--- src/rtl/program_memory_writer.sv ---
// Program memory writer: a byte-oriented host command interpreter that loads
// an address register and a data latch, writes or reads back program memory
// one word at a time, and controls the hold line of the core it programs.
module program_memory_writer #(
  parameter int ADDR_W = 12,  // program memory address width
  parameter int DATA_W = 14   // instruction word width
) (
  input  logic              clk,
  input  logic              reset,       // asynchronous, active-low
  input  logic [7:0]        byte_in,
  input  logic              byte_valid,
  output logic              byte_ready,
  output logic [ADDR_W-1:0] mem_addr,
  output logic [DATA_W-1:0] mem_wdata,
  output logic              mem_we,
  output logic              mem_re,
  input  logic [DATA_W-1:0] mem_rdata,
  output logic [DATA_W-1:0] rd_word,
  output logic              rd_valid,
  output logic              core_hold,
  output logic              cmd_err
);

  // Host command opcodes.
  localparam logic [7:0] OP_SET_ADDR  = 8'h01;
  localparam logic [7:0] OP_LOAD_DATA = 8'h02;
  localparam logic [7:0] OP_PROGRAM   = 8'h03;
  localparam logic [7:0] OP_READ      = 8'h04;
  localparam logic [7:0] OP_RUN       = 8'h05;

  // Only the low bits of the high argument byte ever reach the address or
  // data registers, so only those are stored.
  localparam int HI_W = ((ADDR_W > DATA_W) ? ADDR_W : DATA_W) - 8;

  typedef enum logic [2:0] {
    IDLE,      // waiting for a command byte
    ARG_HI,    // waiting for the high argument byte
    ARG_LO,    // waiting for the low argument byte
    WRITE,     // write strobe cycle
    RD_ISSUE,  // read request cycle
    RD_CAP     // memory data valid, captured at the end of this cycle
  } state_t;

  state_t              state_q,     state_d;
  logic [ADDR_W-1:0]   addr_q,      addr_d;
  logic [DATA_W-1:0]   data_q,      data_d;
  logic [HI_W-1:0]     hi_q,        hi_d;
  logic                op_data_q,   op_data_d;   // 1: LOAD_DATA, 0: SET_ADDR
  logic [DATA_W-1:0]   rd_word_q,   rd_word_d;
  logic                rd_valid_q,  rd_valid_d;
  logic                core_hold_q, core_hold_d;
  logic                cmd_err_q,   cmd_err_d;

  logic                accept;

  // A byte transfers only when the host offers it and the FSM can take it.
  assign byte_ready = (state_q == IDLE) || (state_q == ARG_HI) || (state_q == ARG_LO);
  assign accept     = byte_valid && byte_ready;

  // Memory strobes decode straight from the state register, so they are
  // exclusive by construction and vanish the instant reset forces IDLE.
  assign mem_we    = (state_q == WRITE);
  assign mem_re    = (state_q == RD_ISSUE);
  assign mem_addr  = addr_q;
  assign mem_wdata = data_q;
  assign rd_word   = rd_word_q;
  assign rd_valid  = rd_valid_q;
  assign core_hold = core_hold_q;
  assign cmd_err   = cmd_err_q;

  // Next-state and register-update logic for the command interpreter.
  always_comb begin
    // NOTE: every signal driven here gets a default before the case statement;
    // a path that leaves one unassigned would infer a latch.
    state_d     = state_q;
    addr_d      = addr_q;
    data_d      = data_q;
    hi_d        = hi_q;
    op_data_d   = op_data_q;
    rd_word_d   = rd_word_q;
    rd_valid_d  = 1'b0;
    core_hold_d = core_hold_q;
    cmd_err_d   = cmd_err_q;

    case (state_q)
      IDLE: begin
        if (accept) begin
          case (byte_in)
            OP_SET_ADDR: begin
              op_data_d   = 1'b0;
              core_hold_d = 1'b1;
              state_d     = ARG_HI;
            end
            OP_LOAD_DATA: begin
              op_data_d   = 1'b1;
              core_hold_d = 1'b1;
              state_d     = ARG_HI;
            end
            OP_PROGRAM: begin
              core_hold_d = 1'b1;
              state_d     = WRITE;
            end
            OP_READ: begin
              core_hold_d = 1'b1;
              state_d     = RD_ISSUE;
            end
            OP_RUN: begin
              // Releases the core; the interpreter keeps listening.
              core_hold_d = 1'b0;
            end
            default: begin
              // Unknown byte is swallowed and flagged; nothing else moves.
              cmd_err_d = 1'b1;
            end
          endcase
        end
      end

      ARG_HI: begin
        if (accept) begin
          hi_d    = byte_in[HI_W-1:0];
          state_d = ARG_LO;
        end
      end

      ARG_LO: begin
        if (accept) begin
          if (op_data_q) begin
            data_d = {hi_q[DATA_W-9:0], byte_in};
          end else begin
            addr_d = {hi_q[ADDR_W-9:0], byte_in};
          end
          state_d = IDLE;
        end
      end

      WRITE: begin
        // Strobe is high for this single cycle; step to the next word after it.
        addr_d  = addr_q + ADDR_W'(1);
        state_d = IDLE;
      end

      RD_ISSUE: begin
        state_d = RD_CAP;
      end

      RD_CAP: begin
        // Registered memory presents the word during this cycle.
        rd_word_d  = mem_rdata;
        rd_valid_d = 1'b1;
        addr_d     = addr_q + ADDR_W'(1);
        state_d    = IDLE;
      end

      default: begin
        state_d = IDLE;
      end
    endcase
  end

  // State and datapath registers; reset aborts any command in flight.
  always_ff @(posedge clk or negedge reset) begin
    if (!reset) begin
      state_q     <= IDLE;
      addr_q      <= '0;
      data_q      <= '0;
      hi_q        <= '0;
      op_data_q   <= 1'b0;
      rd_word_q   <= '0;
      rd_valid_q  <= 1'b0;
      core_hold_q <= 1'b1;
      cmd_err_q   <= 1'b0;
    end else begin
      // NOTE: non-blocking assignments keep every register updating from the
      // same pre-edge values, independent of statement order.
      state_q     <= state_d;
      addr_q      <= addr_d;
      data_q      <= data_d;
      hi_q        <= hi_d;
      op_data_q   <= op_data_d;
      rd_word_q   <= rd_word_d;
      rd_valid_q  <= rd_valid_d;
      core_hold_q <= core_hold_d;
      cmd_err_q   <= cmd_err_d;
    end
  end

endmodule

--- config.mk ---
export PLATFORM = sky130hd
export DESIGN_NAME = program_memory_writer
export DESIGN_NICKNAME = d
export VERILOG_FILES = /design/src/rtl/program_memory_writer.sv
export SDC_FILE = /design/constraint.sdc
export NUM_CORES = 1
export LEC_CHECK = 0
export CORE_ASPECT_RATIO = 1.2
export CORE_MARGIN = 4
export CORE_UTILIZATION = 48
export CTS_CLUSTER_DIAMETER = 50
export CTS_CLUSTER_SIZE = 24
export DETAILED_ROUTE_END_ITERATION = 6
export PLACE_DENSITY = 0.8
export SETUP_SLACK_MARGIN = 0.3
export SKIP_LAST_GASP = 1
export SLEW_MARGIN = 5
export SYNTH_ARGS = -nofsm -noshare
export SYNTH_HDL_FRONTEND = slang
export SYNTH_SLANG_ARGS = --single-unit
--- constraint.sdc ---
create_clock -name clk -period 1.7 [get_ports clk]
set_input_delay 0.34 -clock clk [delete_from_list [all_inputs] [get_ports clk]]
set_output_delay 0.34 -clock clk [all_outputs]
set_load 0.03 [all_outputs]
== Word-level counts from Yosys, hierarchy flattened ==
Index checks and enable logic that the tools add are counted.

* Logic and storage cells: 55
* Output and inout bits: 46
* Register bits after elaboration: 53
* Bits of input ports: 25

* Bitwise gates (word level): 1
* Add/sub/neg operators: 1
* Reductions and logical operators: 18
* Eq/ne operators: 15
* Multiplexer cells: 11

{| class="wikitable"
|+ Operators by type and width
! operator !! count
|-
| $mux W12 || 2
|-
| $pmux W12 S2 || 1
|-
| $eq A8 B2 Y1 const B || 2
|-
| $eq A8 B3 Y1 const B || 2
|-
| $reduce_and A3 Y1 || 5
|-
| $add A12 B1 Y12 const B || 1
|-
| $pmux W3 S4 || 1
|-
| $mux W3 || 3
|-
| $pmux W3 S3 || 1
|-
| $eq A8 B1 Y1 const B || 1
|-
| $ne A2 B2 Y1 const B || 4
|-
| $eq A3 B2 Y1 const B || 2
|-
| $eq A3 B3 Y1 const B || 2
|-
| $reduce_bool A2 Y1 || 3
|-
| $reduce_or A5 Y1 || 1
|-
| $ne A4 B2 Y1 const B || 1
|-
| $pmux W1 S2 || 2
|-
| $reduce_and A4 Y1 || 1
|-
| $reduce_or A2 Y1 || 2
|-
| $reduce_or A4 Y1 || 1
|-
| $eq A3 B1 Y1 const B || 1
|-
| $logic_not A3 Y1 || 1
|-
| $logic_or A1 B1 Y1 || 2
|-
| $reduce_and A2 Y1 || 1
|-
| 3 further kinds || 3
|}

== Longest topological paths before layout ==
Gate-level depths: netlist of the first run.

* Word-level depth: 6
* Depth in mapped cells: 7
* Mapped depth without buffers: 5

== Worst setup path before layout of the first run ==
No wires, ideal clock.

* Path kind: reg2out
* From: register state_q[0]
* To: output mem_re
* Stages on the path, launching flop included: 4
* Data arrival time: 1.496 ns
* Buffers on the path: 2
* Path slack: -0.136 ns
* Data required time: 1.360 ns
* Cell sequence: dfrtp_1 -> buf_4 -> clkbuf_1 -> nor3b_1

* Longest elaborated chain between the ends: 1

{| class="wikitable"
|+ RTL lines
! item !! RTL line !! RTL
|-
| from (decl) || 44 || <nowiki>state_t state_q, state_d;</nowiki>
|-
| from (signal assigned) || 176 || <nowiki>state_q <= state_d;</nowiki>
|-
| $eq A3 B3 Y1 || 63 || <nowiki>assign mem_re = (state_q == RD_ISSUE);</nowiki>
|-
| to (decl) || 16 || <nowiki>output logic mem_re,</nowiki>
|}

No other way between the ends.

== Worst setup path after layout of the first run ==
* From: register state_q[2]
* To: register op_data_q

* Longest elaborated chain between the ends: 5
* Elaborated cells between the ends (all ways): 7
* Classes of those cells: 2 x eq/ne; 5 x reduce/logical

{| class="wikitable"
|+ RTL lines
! item !! RTL line !! RTL
|-
| $eq A3 B1 Y1 / $logic_not A3 Y1 (equally long branches) || 57, 85 ||
|-
| $logic_or A1 B1 Y1 (2 in series) || 57 || <nowiki>assign byte_ready = (state_q == IDLE) || (state_q == ARG_HI) || (state_q == ARG_LO);</nowiki>
|-
| $logic_and A1 B1 Y1 || 58 || <nowiki>assign accept = byte_valid && byte_ready;</nowiki>
|-
| $reduce_and A3 Y1 (no source line) * || n/a ||
|-
| to (signal assigned) || 180 || <nowiki>op_data_q <= op_data_d;</nowiki>
|-
| to (decl) || 48 || <nowiki>logic op_data_q, op_data_d;</nowiki>
|}

Mark *: on every way between the ends. The rest lies on a longest branch, timed or not.
A chain may end at the register's enable or synchronous reset.

==> run_results.csv, run 1 <==
group,metric,value,unit
run_status,status,"finished, violations left",
run_status,violations,"hold timing, setup timing",
power,power_leakage,1.97,nW
power,swShare,43.6,%
timing,relSlewSlack,69.3,%
placed_design,io_buffer_count,70,
cells_and_area,layout_commonest_cell,"dfrtp_1",
clocking,cts_buffers,5,
cells_and_area,postLayoutCoreUtil,82.7,%
drt,wl_per_cell,22.6,um
floorplanning,die_w,75.1,um
power,powerDensity,1360,nW/um^2
clocking,clk_path_buf_depth,2,
timing,rsz0062_at_grt,"yes",
synth,syn_area,2590,um^2
worst_setup_path,crit_required,1.96,ns
cells_and_area,drive_gt1_share,58.5,%
timing,setup_tns,-0.0431,ns
cells_and_area,num_antenna_cells,0,
synth,synth_ff_type,"dfrtp_1",
timing,fmax,575,MHz
synth,yosys.area_share.adder,0.482,%
global_route,antenna_found_initial,0,
synth,synth_top_family_by_area,"simple AND/OR/NAND/NOR gates",
synth,yosysSeqAreaShare,51.2,%
power,power_frac_seq,35.8,%
floorplanning,boundaryPins,71,
worst_setup_path,end_kind,"flip-flop",
power,p_switching,2.57,mW
synth,yosys.area_share.simple,20.6,%
worst_setup_path,critPathArrivalTime,2.00,ns
timing,hold_viol,2,
cells_and_area,stdcell_count,438,
drt,routed_wl,9.89,mm
power,combPwrFrac,51.3,%
timing,fin_crit,1.74,ns
placed_design,dpl.hpwl,5.10,mm
floorplanning,core,5260,um^2
timing,hold_ws,-0.00226,ns
clocking,numClockSinks,53,
timing,fin_skew,0.00565,ns
drt,num_vias,2723,
power,internal_power,3.33,mW
timing,timing.final.crit_share,102,%
clocking,cts_max_level,2,
floorplanning,rows,29,
timing,slew_viol_final,0,
timing,setup_viol,2,
clocking,clk_latency,0.32,ns
clocking,cts_tree,"built",
cells_and_area,layout_common_cells,"40 x dfrtp_1, 33 x buf_4, 30 x nand2_1",
global_route,track_usage,26.2,%
drt,drtIter0Drc,266,
placed_design,place_inst,397,
clocking,root_buffer,"clkbuf_8",
worst_setup_path,critPathKind,"flip-flop to flip-flop",
synth,synthXorXnorAreaFrac,0.675,%
floorplanning,chipHeight,88.5,um
worst_setup_path,cp_max_fo,4,
run,maxCapViolCount,0,
worst_setup_path,slowest_stage,"or4b_4",
synth,syn_inst,249,
floorplanning,die_area,6650,um^2
drt,drtPass1Iterations,5,
power,clkPwrFrac,12.9,%
synth,syn_area_per_cell,10.4,um^2
worst_setup_path,start_kind,"flip-flop",
timing,tightest_slew,0.460,ns
global_route,overflow,0,
global_route,grt_pass1_wl,13.0,mm
synth,synth-edff-count,0,
timing,layout_setup_ws,-0.0400,ns
worst_setup_path,slowest_delay,0.50,ns
synth,synth_mux_area_share,9.02,%
cells_and_area,layout-area-overhead-vs-synth,67.6,%
hold_path,hp-class,"primary input to asynchronous set/reset pin",
drt,detail-route-antenna-nets,0,
synth,yosysWarnings,0,
clocking,clk_pin_slew_worst_paths,0.09,ns
synth,synth_nets,275,
placed_design,place.gp.congestion,0.853,
clocking,postCtsHoldBufs,0,
drt,avgViaCountPerCell,6.22,
synth,async_flop_share,100,%
synth,synth.distinct_cells,55,
floorplanning,start_util,49.3,%
synth,synth_seq_cells,53,
worst_setup_path,crit_chain,"buf_6 > or4b_4 > nor3_4 > nor3b_2 > o22a_1",
global_route,grt_max_degree,54,
power,worst_ir_drop_vdd,0.000953,V
global_route,grt_pass1_vias,2587,
drt,drc_errors,0,
synth,synth_compound_area_share,13.5,%
cells_and_area,fin_nets,401,
## power groups by stage
stage / sequential (mW) / clock, mW / combinational, mW
floorplan: 2.37 / 0 / 0.858
global placement: 1.99 / 0 / 2.08
detailed placement: 2.00 / 0 / 2.12
CTS: 1.99 / 0.753 / 2.42
global route: 2.14 / 0.815 / 3.16
finish: 2.11 / 0.763 / 3.02
## final cells by class
type	instances	area [um^2]
clock buffers	8	90.1
fillers	286	911
inverters	6	27.5
multi-input cells	175	1620
flip-flops and latches	53	1340
well taps	62	77.6
repair buffers	134	1200
## Yosys cell counts, drive strengths merged, types with 4 or more instances
cell type	number	area (um^2)
o21ai	5	25.0
nor2	11	43.8
dfrtp	52	1300
o22a	4	35.0
a22oi	6	45.0
nand2	50	188
inv	6	22.5
nor3	6	41.3
a21oi	9	45.0
buf	13	82.6
mux2	19	214
a2bb2oi	4	35.0
nand3	12	60.1
## cell families after synthesis
logic type / Yosys count
and+or+nand+nor: 101
DFF: 53
AOI/OAI and AO/OA: 49
buffers and inverters: 22
muxes: 21
xor gates and xnor gates: 2
adders and majority gates: 1
## worst max-delay path, delay by kind of cell (launching register included)
family / cells / cell delay (ns)
AOI/OAI and AO/OA: 1 / 0.18
buffers and inverters: 1 / 0.14
DFF: 1 / 0.47
and+or+nand+nor: 3 / 0.90
## layer usage
| metal | routed length, um | part of all wire [%] | vias to the layer above | global-route usage (%) |
|---|---|---|---|---|
| met1 | 3640 | 37 | 1318 | 31.3 |
| li1 | - | - | 1143 | - |
| met4 | 549 | 5.6 | 0 | 12.8 |
| met3 | 947 | 9.6 | 65 | 6.48 |
| met5 | 0 | 0 | - | 0 |
| met2 | 4750 | 48 | 197 | 43.5 |
## through the flow
stage	cell area, um^2	total power [mW]	setup WS [ns]	hold WS, ns
finish	4350	5.90	-0.0400	-0.00226
CTS	4040	5.16	0.0448	0.0260
floorplan	2710	3.23	0.226	0.0444
global route	4350	6.12	-0.0636	0.0211
global placement	3620	4.07	-0.259	0.358
detailed placement	3620	4.12	-0.332	0.361
## repair_timing
action                     4_1_cts  5_1_grt
buffers inserted                17       11
setup endpoints to repair       98       85
cloned                           2        3
pin swaps                       14       51
resized for setup              166      120
## path summary, 6_finish.rpt
| path | start | endpoint | slack, ns | cells past startpoint |
|---|---|---|---|---|
| max in group asynchronous | reset | mem_addr[8] | 1.43 | 2 |
| setup reg to reg | state_q[2] | op_data_q | -0.04 | 5 |
| setup / recovery | state_q[2] | op_data_q | -0.04 | 5 |
| hold / removal | reset | cmd_err | -0.002 | 2 |
| hold reg to reg | rd_word[7] | rd_word[7] | 0.50 | 2 |
| min in group clk | byte_in[4] | mem_wdata[4] | 0.43 | 3 |
## registers in the layout, indices dropped and copies added (netlist names)
name / flops
mem_wdata: 14
rd_word: 14
mem_addr: 12
hi_q: 6
state_q: 3
cmd_err: 1
core_hold: 1
op_data_q: 1
rd_valid: 1
(Power assumes the default switching activity.)
==> run 2: changes to the inputs <==
--- a/config.mk
+++ b/config.mk
@@ -11,10 +11,10 @@
 export CTS_CLUSTER_DIAMETER = 50
 export CTS_CLUSTER_SIZE = 24
 export DETAILED_ROUTE_END_ITERATION = 6
+export GPL_ROUTABILITY_DRIVEN = 0
 export PLACE_DENSITY = 0.8
 export SETUP_SLACK_MARGIN = 0.3
 export SKIP_LAST_GASP = 1
-export SLEW_MARGIN = 5
 export SYNTH_ARGS = -nofsm -noshare
 export SYNTH_HDL_FRONTEND = slang
 export SYNTH_SLANG_ARGS = --single-unit
==> results of run 2 <==
Final layout, timing and power as in run 1 (identical DEF).
